$ cat src/rtl/serial_shift_ctrl_if.sv
// Request/response bundle for serial_shift_ctrl: decoded instruction fields in,
// busy/done/result back to the execute stage.
interface serial_shift_ctrl_if;
    logic        start;
    logic        flush;
    logic [31:0] rs1;
    logic [31:0] rs2;
    logic [31:0] imm_out;
    logic [6:0]  opcode;
    logic [2:0]  func3;
    logic [6:0]  func7;
    logic        busy;
    logic        done;
    logic [31:0] result;

    modport master (
        output start, flush, rs1, rs2, imm_out, opcode, func3, func7,
        input  busy, done, result
    );

    modport slave (
        input  start, flush, rs1, rs2, imm_out, opcode, func3, func7,
        output busy, done, result
    );
endinterface

$ cat src/rtl/serial_shift_ctrl.sv
// Multi-cycle SLL/SRL/SRA unit (IDLE -> SHIFT -> DONE).
// Define SHIFT_FAST_STEP_EN to shift up to 4 bits per cycle instead of 1.
module serial_shift_ctrl (
    input  logic          clk,
    input  logic          rst,
    serial_shift_ctrl_if.slave bus
);

    typedef enum logic [1:0] {
        ST_IDLE  = 2'd0,
        ST_SHIFT = 2'd1,
        ST_DONE  = 2'd2
    } state_t;

    typedef enum logic [1:0] {
        OP_SLL = 2'd0,
        OP_SRL = 2'd1,
        OP_SRA = 2'd2,
        OP_ILL = 2'd3
    } op_t;

    localparam logic [6:0] OPC_R = 7'b0110011;
    localparam logic [6:0] OPC_I = 7'b0010011;

    state_t      state_r;
    op_t         op_r;
    logic [31:0] work_r;
    logic [4:0]  count_r;
    logic        busy_r;
    logic        done_r;
    logic [31:0] result_r;

    op_t         dec_op_s;
    logic [4:0]  shamt_s;
    logic [4:0]  step_s;
    logic [31:0] shifted_s;
    logic        unused_bits_s;

    // Decode the requested shift from opcode/func3/funct; anything else is illegal.
    function automatic op_t decode_op(
        input logic [6:0]  opcode,
        input logic [2:0]  func3,
        input logic [6:0]  func7,
        input logic [31:0] imm
    );
        logic [6:0] funct;
        logic       opc_ok;
        op_t        op;
        case (opcode)
            OPC_R: begin
                funct  = func7;
                opc_ok = 1'b1;
            end
            OPC_I: begin
                funct  = imm[11:5];
                opc_ok = 1'b1;
            end
            default: begin
                funct  = 7'd0;
                opc_ok = 1'b0;
            end
        endcase
        if (opc_ok) begin
            case ({func3, funct})
                {3'b001, 7'b0000000}: op = OP_SLL;
                {3'b101, 7'b0000000}: op = OP_SRL;
                {3'b101, 7'b0100000}: op = OP_SRA;
                default:              op = OP_ILL;
            endcase
        end else begin
            op = OP_ILL;
        end
        return op;
    endfunction

    // Bits moved per SHIFT cycle; never larger than the remaining count.
    function automatic logic [4:0] step_of(input logic [4:0] count);
`ifdef SHIFT_FAST_STEP_EN
        if (count > 5'd4) begin
            return 5'd4;
        end else begin
            return count;
        end
`else
        if (count != 5'd0) begin
            return 5'd1;
        end else begin
            return 5'd0;
        end
`endif
    endfunction

    // Request decode and shift amount selection.
    always_comb begin
        dec_op_s = decode_op(bus.opcode, bus.func3, bus.func7, bus.imm_out);
        if (bus.opcode == OPC_R) begin
            shamt_s = bus.rs2[4:0];
        end else begin
            shamt_s = bus.imm_out[4:0];
        end
    end

    // One shift step of the working register according to the latched op.
    always_comb begin
        step_s = step_of(count_r);
        case (op_r)
            OP_SLL:  shifted_s = work_r << step_s;
            OP_SRL:  shifted_s = work_r >> step_s;
            OP_SRA:  shifted_s = $unsigned($signed(work_r) >>> step_s);
            default: shifted_s = work_r;
        endcase
    end

    assign unused_bits_s = ^{bus.rs2[31:5], bus.imm_out[31:12]};

    // Control FSM with registered busy/done/result.
    always_ff @(posedge clk) begin
        if (rst) begin
            state_r  <= ST_IDLE;
            op_r     <= OP_ILL;
            work_r   <= 32'h0;
            count_r  <= 5'd0;
            busy_r   <= 1'b0;
            done_r   <= 1'b0;
            result_r <= 32'h0;
        end else if (bus.flush) begin
            state_r <= ST_IDLE;
            busy_r  <= 1'b0;
            done_r  <= 1'b0;
        end else begin
            case (state_r)
                ST_IDLE: begin
                    done_r <= 1'b0;
                    // The done cycle still closes the previous operation, so start is not taken then.
                    if (bus.start && !done_r) begin
                        work_r  <= bus.rs1;
                        op_r    <= dec_op_s;
                        count_r <= shamt_s;
                        busy_r  <= 1'b1;
                        if ((dec_op_s != OP_ILL) && (shamt_s != 5'd0)) begin
                            state_r <= ST_SHIFT;
                        end else begin
                            state_r <= ST_DONE;
                        end
                    end else begin
                        busy_r  <= 1'b0;
                        state_r <= ST_IDLE;
                    end
                end
                ST_SHIFT: begin
                    done_r  <= 1'b0;
                    busy_r  <= 1'b1;
                    work_r  <= shifted_s;
                    count_r <= count_r - step_s;
                    if (count_r == step_s) begin
                        state_r <= ST_DONE;
                    end else begin
                        state_r <= ST_SHIFT;
                    end
                end
                ST_DONE: begin
                    done_r  <= 1'b1;
                    busy_r  <= 1'b0;
                    state_r <= ST_IDLE;
                    if (op_r == OP_ILL) begin
                        result_r <= 32'h0;
                    end else begin
                        result_r <= work_r;
                    end
                end
                default: begin
                    state_r <= ST_IDLE;
                    busy_r  <= 1'b0;
                    done_r  <= 1'b0;
                end
            endcase
        end
    end

    assign bus.busy   = busy_r;
    assign bus.done   = done_r;
    assign bus.result = result_r;

endmodule
$ cat src/flat_wrapper.sv
// flat-port wrapper written by rule: the top's interface ports become plain ports
module serial_shift_ctrl_flat 
  (clk, rst, bus_start, bus_flush, bus_rs1, bus_rs2, bus_imm_out, bus_opcode, bus_func3, bus_func7, bus_busy, bus_done, bus_result);
  serial_shift_ctrl_if bus_i ();
  input  logic clk;
  input  logic rst;
  input wire logic [$bits(bus_i.start)-1:0] bus_start;
  input wire logic [$bits(bus_i.flush)-1:0] bus_flush;
  input wire logic [$bits(bus_i.rs1)-1:0] bus_rs1;
  input wire logic [$bits(bus_i.rs2)-1:0] bus_rs2;
  input wire logic [$bits(bus_i.imm_out)-1:0] bus_imm_out;
  input wire logic [$bits(bus_i.opcode)-1:0] bus_opcode;
  input wire logic [$bits(bus_i.func3)-1:0] bus_func3;
  input wire logic [$bits(bus_i.func7)-1:0] bus_func7;
  output wire logic [$bits(bus_i.busy)-1:0] bus_busy;
  output wire logic [$bits(bus_i.done)-1:0] bus_done;
  output wire logic [$bits(bus_i.result)-1:0] bus_result;
  assign bus_i.start = bus_start;
  assign bus_i.flush = bus_flush;
  assign bus_i.rs1 = bus_rs1;
  assign bus_i.rs2 = bus_rs2;
  assign bus_i.imm_out = bus_imm_out;
  assign bus_i.opcode = bus_opcode;
  assign bus_i.func3 = bus_func3;
  assign bus_i.func7 = bus_func7;
  assign bus_busy = bus_i.busy;
  assign bus_done = bus_i.done;
  assign bus_result = bus_i.result;
  serial_shift_ctrl u_core (.clk(clk), .rst(rst), .bus(bus_i));
endmodule
$ cat config.mk
export PLATFORM = sky130hd
export DESIGN_NAME = serial_shift_ctrl_flat
export DESIGN_NICKNAME = d
export VERILOG_FILES = /design/src/rtl/serial_shift_ctrl_if.sv /design/src/rtl/serial_shift_ctrl.sv /design/src/flat_wrapper.sv
export SDC_FILE = /design/constraint.sdc
export NUM_CORES = 1
export LEC_CHECK = 0
export CAP_MARGIN = 20
export CORE_MARGIN = 2
export CORE_UTILIZATION = 47
export DETAILED_ROUTE_END_ITERATION = 12
export PLACE_DENSITY = 0.86
export SYNTH_ARGS = -nofsm -noshare
export SYNTH_HDL_FRONTEND = slang
export SYNTH_SLANG_ARGS = --single-unit
$ cat constraint.sdc
create_clock -name clk -period 3.25 [get_ports clk]
set_input_delay 0.325 -clock clk [delete_from_list [all_inputs] [get_ports clk]]
set_output_delay 0.325 -clock clk [all_outputs]
set_load 0.03 [all_outputs]
### Word-level counts from Yosys, hierarchy flattened

Cells that the tools add are included.

* register bits after elaboration: 75
* latch bits: 0
* memory bits (writable): 0
* ROM bits: 0
* input bits: 117
* output and inout bits: 34
* logic and storage cells: 59
* memories: 0

* $add $sub $neg: 1
* multipliers: 0
* div/mod/pow operators: 0
* magnitude comparators: 0
* equal/unequal tests: 14
* shifts and indexed selects: 3
* mux-type cells: 19
* bitwise gates (word level): 1
* reductions and logical operators: 14

Operators by type and width (count)
* $pmux 32 s3: 1
* $mux 32: 2
* $pmux 32 s2: 1
* $shl 32x1->32: 1
* $shr 32x1->32: 1
* $sshr 32x1->32: 1
* $eq 10x10->1 const B: 2
* $pmux 7 s2: 1
* $eq 10x8->1 const B: 1
* $mux 5: 2
* $pmux 5 s2: 1
* $reduce_bool 5->1: 2
* $mux 2: 4
* $eq 7x5->1 const B: 1
* $eq 7x6->1 const B: 1
* $eq 2x2->1 const B: 3
* $pmux 2 s3: 1
* $reduce_and 3->1: 2
* $eq 5x1->1: 1
* $sub 5x1->5: 1
* $eq 2x1->1 const B: 2
* $logic_not 2->1: 2
* $mux 1: 4
* $ne 4x4->1 const B: 1
* other kinds (11): 13

### Longest topological paths before layout

Gate-level depths: netlist of the first run.

* depth in word-level cells: 10
* mapped depth: 11

### Worst setup path after synthesis of the first run

OpenSTA, ideal clock, no wires.

* path kind: register -> register
* start point: reg u_core.count_r[4]
* end point: reg u_core.count_r[2]
* arrival: 1.979 ns
* required time: 3.122 ns
* setup slack: 1.143 ns
* cell stages (with the launch flop): 12
* cells stage by stage: dfxtp_1 > nor4_4 > and2_1 > buf_4 > inv_2 > buf_6 > ha_1 > ha_1 > nand4b_1 > nor2_1 > a221oi_1 > nor2_1

* cells in the longest elaborated chain, start to end: 4

RTL lines
* from (decl): line serial_shift_ctrl.sv:28 `logic [4:0] count_r;`
* from (signal assigned): line serial_shift_ctrl.sv:138 `count_r <= shamt_s;`
* from (signal assigned): line serial_shift_ctrl.sv:154 `count_r <= count_r - step_s;`
* $reduce_bool 5->1: line serial_shift_ctrl.sv:85 `if (count != 5'd0) begin`
* $mux 1: line serial_shift_ctrl.sv:85
* $sub 5x1->5: line serial_shift_ctrl.sv:154
* $pmux 5 s2: line serial_shift_ctrl.sv:131 `case (state_r)`

No other way between the ends.
A chain may end at the register's enable or synchronous reset.

### Worst setup path after layout of the first run

* start point: reg u_core.count_r[1]
* end point: reg u_core.count_r[2]

* cells in the longest elaborated chain, start to end: 4

RTL lines (line)
* $reduce_bool 5->1: serial_shift_ctrl.sv:85
* $mux 1: serial_shift_ctrl.sv:85
* $sub 5x1->5 (*): serial_shift_ctrl.sv:154
* $pmux 5 s2 (*): serial_shift_ctrl.sv:131

Every way passes the cells marked *; elsewhere a longest branch is shown, timed or not.

==> flow_metrics.env, run 1 <==
export IMPL_hold_path_cell_count=2
export IMPL_finalWirelength_um=10400
export IMPL_status="complete, no violations"
export IMPL_synth_most_common_cell="nand2_1"
export IMPL_cts_hold_buffers_added=0
export IMPL_first_iter_violations=262
export IMPL_antenna_found_initial=0
export IMPL_die_x_um=93.7
export IMPL_grt_usage_pct=23.9
export IMPL_postSynthAreaPerCell_um2=8.45
export IMPL_cp_required_ps=3480
export IMPL_clk_latency_ps=350
export IMPL_fin_area_mm2=0.00510
export IMPL_ys_flop_type="dfxtp_1"
export IMPL_cts_root_buffer="clkbuf_8"
export IMPL_worst_pin_slew_ps=685
export IMPL_final_setup_skew_ps=11.5
export IMPL_dpl_cell_area_mm2=0.00484
export IMPL_leakagePower_nw=1.83
export IMPL_synth_warnings=0
export IMPL_syn_nets=570
export IMPL_grt_pass1_vias=3566
export IMPL_cts_setup_buffers=0
export IMPL_reg2regPathDepth=10
export IMPL_cts_resized=0
export IMPL_r2r_slack_ps=730
export IMPL_netlist_area_mm2=0.00378
export IMPL_start_util_pct=48.6
export IMPL_postLayoutCoreUtil_pct=65.6
export IMPL_cp_num_buf_inv=2
export IMPL_ys_seq_elements=75
export IMPL_overflow=0
export IMPL_vdd_ir_drop_max_mv=0.202
export IMPL_endpoint_kind="register"
export IMPL_finalSetupViolCount=0
export IMPL_cts_buffer_depth=2
export IMPL_hpwl_um=7080
export IMPL_dieArea_mm2=0.00877
export IMPL_area_growth_pct=34.9
export IMPL_clkTransAtPathRegs_ps=80
export IMPL_power_density_mw_per_mm2=422
export IMPL_drive_above_1_share_pct=12.0
export IMPL_cts_tree="yes"
export IMPL_nNetsFinal=660
export IMPL_synthCells=447
export IMPL_r2r_end="u_core.count_r[2]"
export IMPL_slowest_delay_ps=390
export IMPL_crit_start="u_core.count_r[1]"
export IMPL_crit_chain="nor4_4 > and2_1 > buf_4 > inv_2 > ha_1 > ha_1 > nand4b_1 > nor2_1 > a221oi_1 > nor2_1"
export IMPL_crit_family="simple AND/OR/NAND/NOR gates"
export IMPL_io_buffers=103
export IMPL_core_area_mm2=0.00777
export IMPL_htreeDepth=3
export IMPL_yosysUniqueCellTypes=59
export IMPL_maxCapViolCount=0
export IMPL_hp_start="u_core.count_r[0]"
export IMPL_hold_path_end="u_core.count_r[0]"
export IMPL_die_y_um=93.7
export IMPL_fmax_ghz=0.396
export IMPL_ys_top_cells_by_area="dfxtp_1 40%, a22o_1 9.3%, nand2_1 9.0%"
export IMPL_place_congestion=0.872
export IMPL_ios=151
export IMPL_yosysTopAreaCellShare_pct=39.7
export IMPL_post_route_period_util_pct=77.6
export IMPL_tns_ps=0
export IMPL_dr_total_vias=3816
export IMPL_rr_startpoint="u_core.count_r[1]"
export IMPL_async_reset_ff_share_pct=0
export IMPL_synthTopCellsByCount="91 x nand2_1, 75 x dfxtp_1, 53 x a21oi_1, 40 x a22o_1, 28 x o21ai_0"
export IMPL_period_minus_slack_ps=2520
export IMPL_critPathLaunchType="register"
export IMPL_slew_headroom_pct=54.3
export IMPL_synth_area_leader_cell="dfxtp_1"
export IMPL_holdWs_ps=460
export IMPL_cts_sinks=75
export IMPL_wl_per_cell_um=16.2
export IMPL_hold_violations=0
export IMPL_path_max_fanout=46
export IMPL_ys_seq_area_share_pct=39.7
export IMPL_dr_pass1_iters=6
export IMPL_crit_type="reg -> reg"
export IMPL_fp_row_count=32
export IMPL_grt_max_degree=47
export IMPL_slew_violations=0
export IMPL_cpMaxStageDelayCell="buf_4"
export IMPL_crit_arrival_ps=2750
export IMPL_synth_edf_count=0
export IMPL_diodes=0
export IMPL_rsz0062_at_grt="no"
export IMPL_ant_nets=0
export IMPL_grt_pass1_wl_um=17000
export IMPL_drc=0
export IMPL_worst_hold_path_type="reg -> reg"
export IMPL_via_per_inst=5.93
export IMPL_cts_buffers=9
-- logic make-up (layout without fill, tap and decap cells) --
group / Yosys count / count (layout) / share of synthesized area, %
fa+ha+maj: 6 / 6 / 1.99
flops: 75 / 75 / 39.7
compound gates: 173 / 173 / 33.2
buf+inv: 42 / 137 / 5.23
simple gates: 144 / 144 / 17.8
mux: 7 / 7 / 2.05
-- flip-flops by register name (all words and copies together) (netlist names) --
register and flops:
u_core.bus.busy 1, u_core.bus.done 1, u_core.bus.result 32, u_core.count_r 5, u_core.op_r 2, u_core.state_r 2, u_core.work_r 32
-- metal layers --
| layer | up-vias | GRT usage [%] | part of all wire, % | wire, µm |
|---|---|---|---|---|
| met1 | 1760 | 31.6 | 42 | 4430 |
| met4 | 0 | 6.88 | 1.5 | 153 |
| met5 | - | 0 | 0 | 0 |
| met2 | 197 | 39.1 | 47 | 4880 |
| met3 | 20 | 5.78 | 9.2 | 963 |
| li1 | 1839 | - | - | - |
-- metrics by stage --
stage,power (mW),instances,setup slack [ps]
3_5_place_dp,1.29,626,424
4_1_cts,2.15,642,561
5_1_grt,2.22,644,515
3_3_place_gp,1.28,626,456
6_report,2.15,644,727
2_1_floorplan,1.16,447,1140
-- worst reg2reg max path, cell delays in order, from the launching register on --
cell and delay, ps:
dfxtp_1 370, nor4_4 380, and2_1 240, buf_4 390, inv_2 70, ha_1 250
ha_1 240, nand4b_1 140, nor2_1 50, a221oi_1 220, nor2_1 60
-- cells in the final DEF (no fill, tap or decap), types with 2 or more instances in the layout --
master	n
nor2_1	14
nand2b_1	2
ha_1	6
a32oi_1	8
clkdlybuf4s50_1	103
o21ai_0	28
and3_1	2
mux2_2	6
a22o_1	40
nor4_1	2
clkbuf_8	9
nor2b_1	3
o31ai_1	2
o221a_2	21
nor3b_1	2
buf_4	9
dfxtp_1	75
a21oi_1	53
nand3_1	3
a31oi_1	3
inv_1	6
bufinv_16	3
or2_2	2
nand2_1	91
and2_1	5
nor3_1	3
or4_1	3
-- cell type report --
cell class / instances / area [µm²]
clock inverters: 6 / 113
flip-flops and latches: 75 / 1500
fillers: 657 / 2670
inverters: 7 / 26.3
multi-input cells: 330 / 2080
well taps: 102 / 128
repair buffers: 114 / 1120
clock buffers: 10 / 128
-- worst max-delay path by stage --
stage | end | slack, ps | cells past startpoint
floorplan | u_core.count_r[2] | 1140 | 11
global placement | u_core.work_r[24] | 460 | 6
CTS | u_core.work_r[26] | 560 | 5
finish | u_core.count_r[2] | 730 | 10
detailed placement | u_core.work_r[26] | 420 | 6
global route | u_core.count_r[2] | 510 | 10
-- where the power goes --
part           switching (mW)  internal [mW]  leakage, nW
registers              0.0366          0.948        0.610
logic                   0.145          0.146         1.10
clock network           0.361          0.513        0.121
total                   0.543           1.61         1.83
Note: power is estimated with default switching activity, not from simulation.
==> run 2, diff against run 1 <==
CORE_UTILIZATION = 39   (was 47)
PLACE_DENSITY = 0.76   (was 0.86)
clock period = 2.11 ns   (was 3.25 ns; I/O delays follow)
==> flow_metrics.env, run 2 (synthesized netlist as in run 1, its figures left out) <==
export IMPL_status="complete, no violations"
export IMPL_ios=151
export IMPL_hpwl_um=7640
export IMPL_dr_pass1_iters=5
export IMPL_io_buffers=103
export IMPL_cts_tree="yes"
export IMPL_grt_pass1_vias=3721
export IMPL_fin_ws_ps=78.8
export IMPL_dpl_cell_area_mm2=0.00501
export IMPL_finalWirelength_um=10600
export IMPL_crit_chain="inv_1 > ha_1 > or3_1 > o221ai_4 > a21oi_2 > buf_4 > o221a_2"
export IMPL_cts_setup_buffers=0
export IMPL_drc=0
export IMPL_nNetsFinal=676
export IMPL_slowest_delay_ps=420
export IMPL_slew_headroom_pct=58.4
export IMPL_cts_sinks=75
export IMPL_fmax_ghz=0.492
export IMPL_post_route_period_util_pct=96.3
export IMPL_maxCapViolCount=0
export IMPL_area_growth_pct=37.7
export IMPL_clk_latency_ps=350
export IMPL_start_util_pct=40.5
export IMPL_crit_family="compound AO/OA/AOI/OAI gates"
export IMPL_cp_required_ps=2360
export IMPL_cp_num_buf_inv=2
export IMPL_layout_common_cells="103 x clkdlybuf4s50_1, 91 x nand2_1, 74 x dfxtp_1"
export IMPL_drive_above_1_share_pct=15.4
export IMPL_diodes=0
export IMPL_slew_violations=0
export IMPL_layout_commonest_cell="clkdlybuf4s50_1"
export IMPL_core_area_mm2=0.00933
export IMPL_cpMaxStageDelayCell="or3_1"
export IMPL_die_y_um=102
export IMPL_fin_area_mm2=0.00520
export IMPL_place_congestion=0.818
export IMPL_grt_max_degree=47
export IMPL_wl_per_cell_um=15.4
export IMPL_die_x_um=102
export IMPL_leakagePower_nw=1.87
export IMPL_antenna_found_initial=0
export IMPL_dr_total_vias=3848
export IMPL_power_density_mw_per_mm2=570
export IMPL_grt_usage_pct=20.4
export IMPL_via_per_inst=5.60
export IMPL_hold_violations=0
export IMPL_rsz0062_at_grt="no"
export IMPL_overflow=0
export IMPL_worst_pin_slew_ps=623
export IMPL_htreeDepth=3
export IMPL_crit_arrival_ps=2280
export IMPL_crit_type="reg -> reg"
export IMPL_fill_cells=866
export IMPL_critPathLaunchType="register"
export IMPL_cts_root_buffer="clkbuf_8"
export IMPL_cts_buffer_depth=2
export IMPL_ant_nets=0
export IMPL_finalSetupViolCount=0
export IMPL_worst_hold_path_type="reg -> reg"
export IMPL_fp_row_count=35
export IMPL_grt_pass1_wl_um=16800
export IMPL_cts_buffers=9
export IMPL_vdd_ir_drop_max_mv=0.249
export IMPL_period_minus_slack_ps=2030
export IMPL_endpoint_kind="register"
export IMPL_clkTransAtPathRegs_ps=80
export IMPL_dieArea_mm2=0.0105
export IMPL_path_max_fanout=14
export IMPL_first_iter_violations=169
export IMPL_dp_slack_ps=-85.6
export IMPL_final_setup_skew_ps=8.65
[run 2: repair_timing]
action	in CTS	in global routing
endpoints found under the setup margin	8	14
gates resized for setup	2	6
cloned	0	0
hold endpoints to repair	0	0
pin swaps	0	1
hold buffers	0	0
[run 2: worst paths after layout]
kind / from / endpoint / slack [ps] / cells after the start
worst max-delay path: u_core.op_r[0] / u_core.work_r[6] / 80 / 7
worst min-delay path: u_core.bus.result[27] / u_core.bus.result[27] / 480 / 1
worst max register to register: u_core.op_r[0] / u_core.work_r[6] / 80 / 7
worst min register to register: u_core.bus.result[27] / u_core.bus.result[27] / 480 / 1
[run 2: metal layers]
metal	track usage (%)	share of wire, %	vias to the layer above
li1	-	-	1877
met1	24.5	44	1791
met2	34.6	47	164
met3	5.68	7.6	16
met4	7.69	1.4	0
met5	0	0	-
[run 2: cell type report]
class                      instances  area [µm²]  share of cell area, %
inverter                           7        26.3                  0.505
clock inverter                     6        41.3                  0.794
sequential                        75        1500                   28.9
tap                              129         161                   3.10
multi-input combinational        330        2110                   40.5
timing repair buffer             130        1230                   23.7
clock buffer                      10         128                   2.45
[run 2: metrics by stage]
| stage | power (mW) | cells | utilization, % | hold slack [ps] | TNS [ps] |
|---|---|---|---|---|---|
| after floorplan | 1.79 | 447 | - | 387 | 0 |
| after global placement | 2.00 | 671 | 53.7 | 448 | 0 |
| after detailed placement | 2.01 | 671 | 53.7 | 466 | -176 |
| after CTS | 2.97 | 687 | 55.6 | 486 | 0 |
| after global routing | 3.09 | 687 | 55.7 | 496 | 0 |
| final | 2.96 | 687 | 55.7 | 478 | 0 |
[run 2: worst reg2reg max path, delay by kind of cell, from the launching register on]
kind | cells | cell delay (ps)
fa+ha+maj | 1 | 210
buf+inv | 2 | 300
compound gates | 3 | 610
flops | 1 | 390
simple gates | 1 | 420
[run 2: where the power goes]
part	switching (mW)	total, mW	internal (mW)
registers	0.0572	1.52	1.46
clock network	0.552	0.978	0.426
logic	0.229	0.468	0.240
total	0.838	2.96	2.13
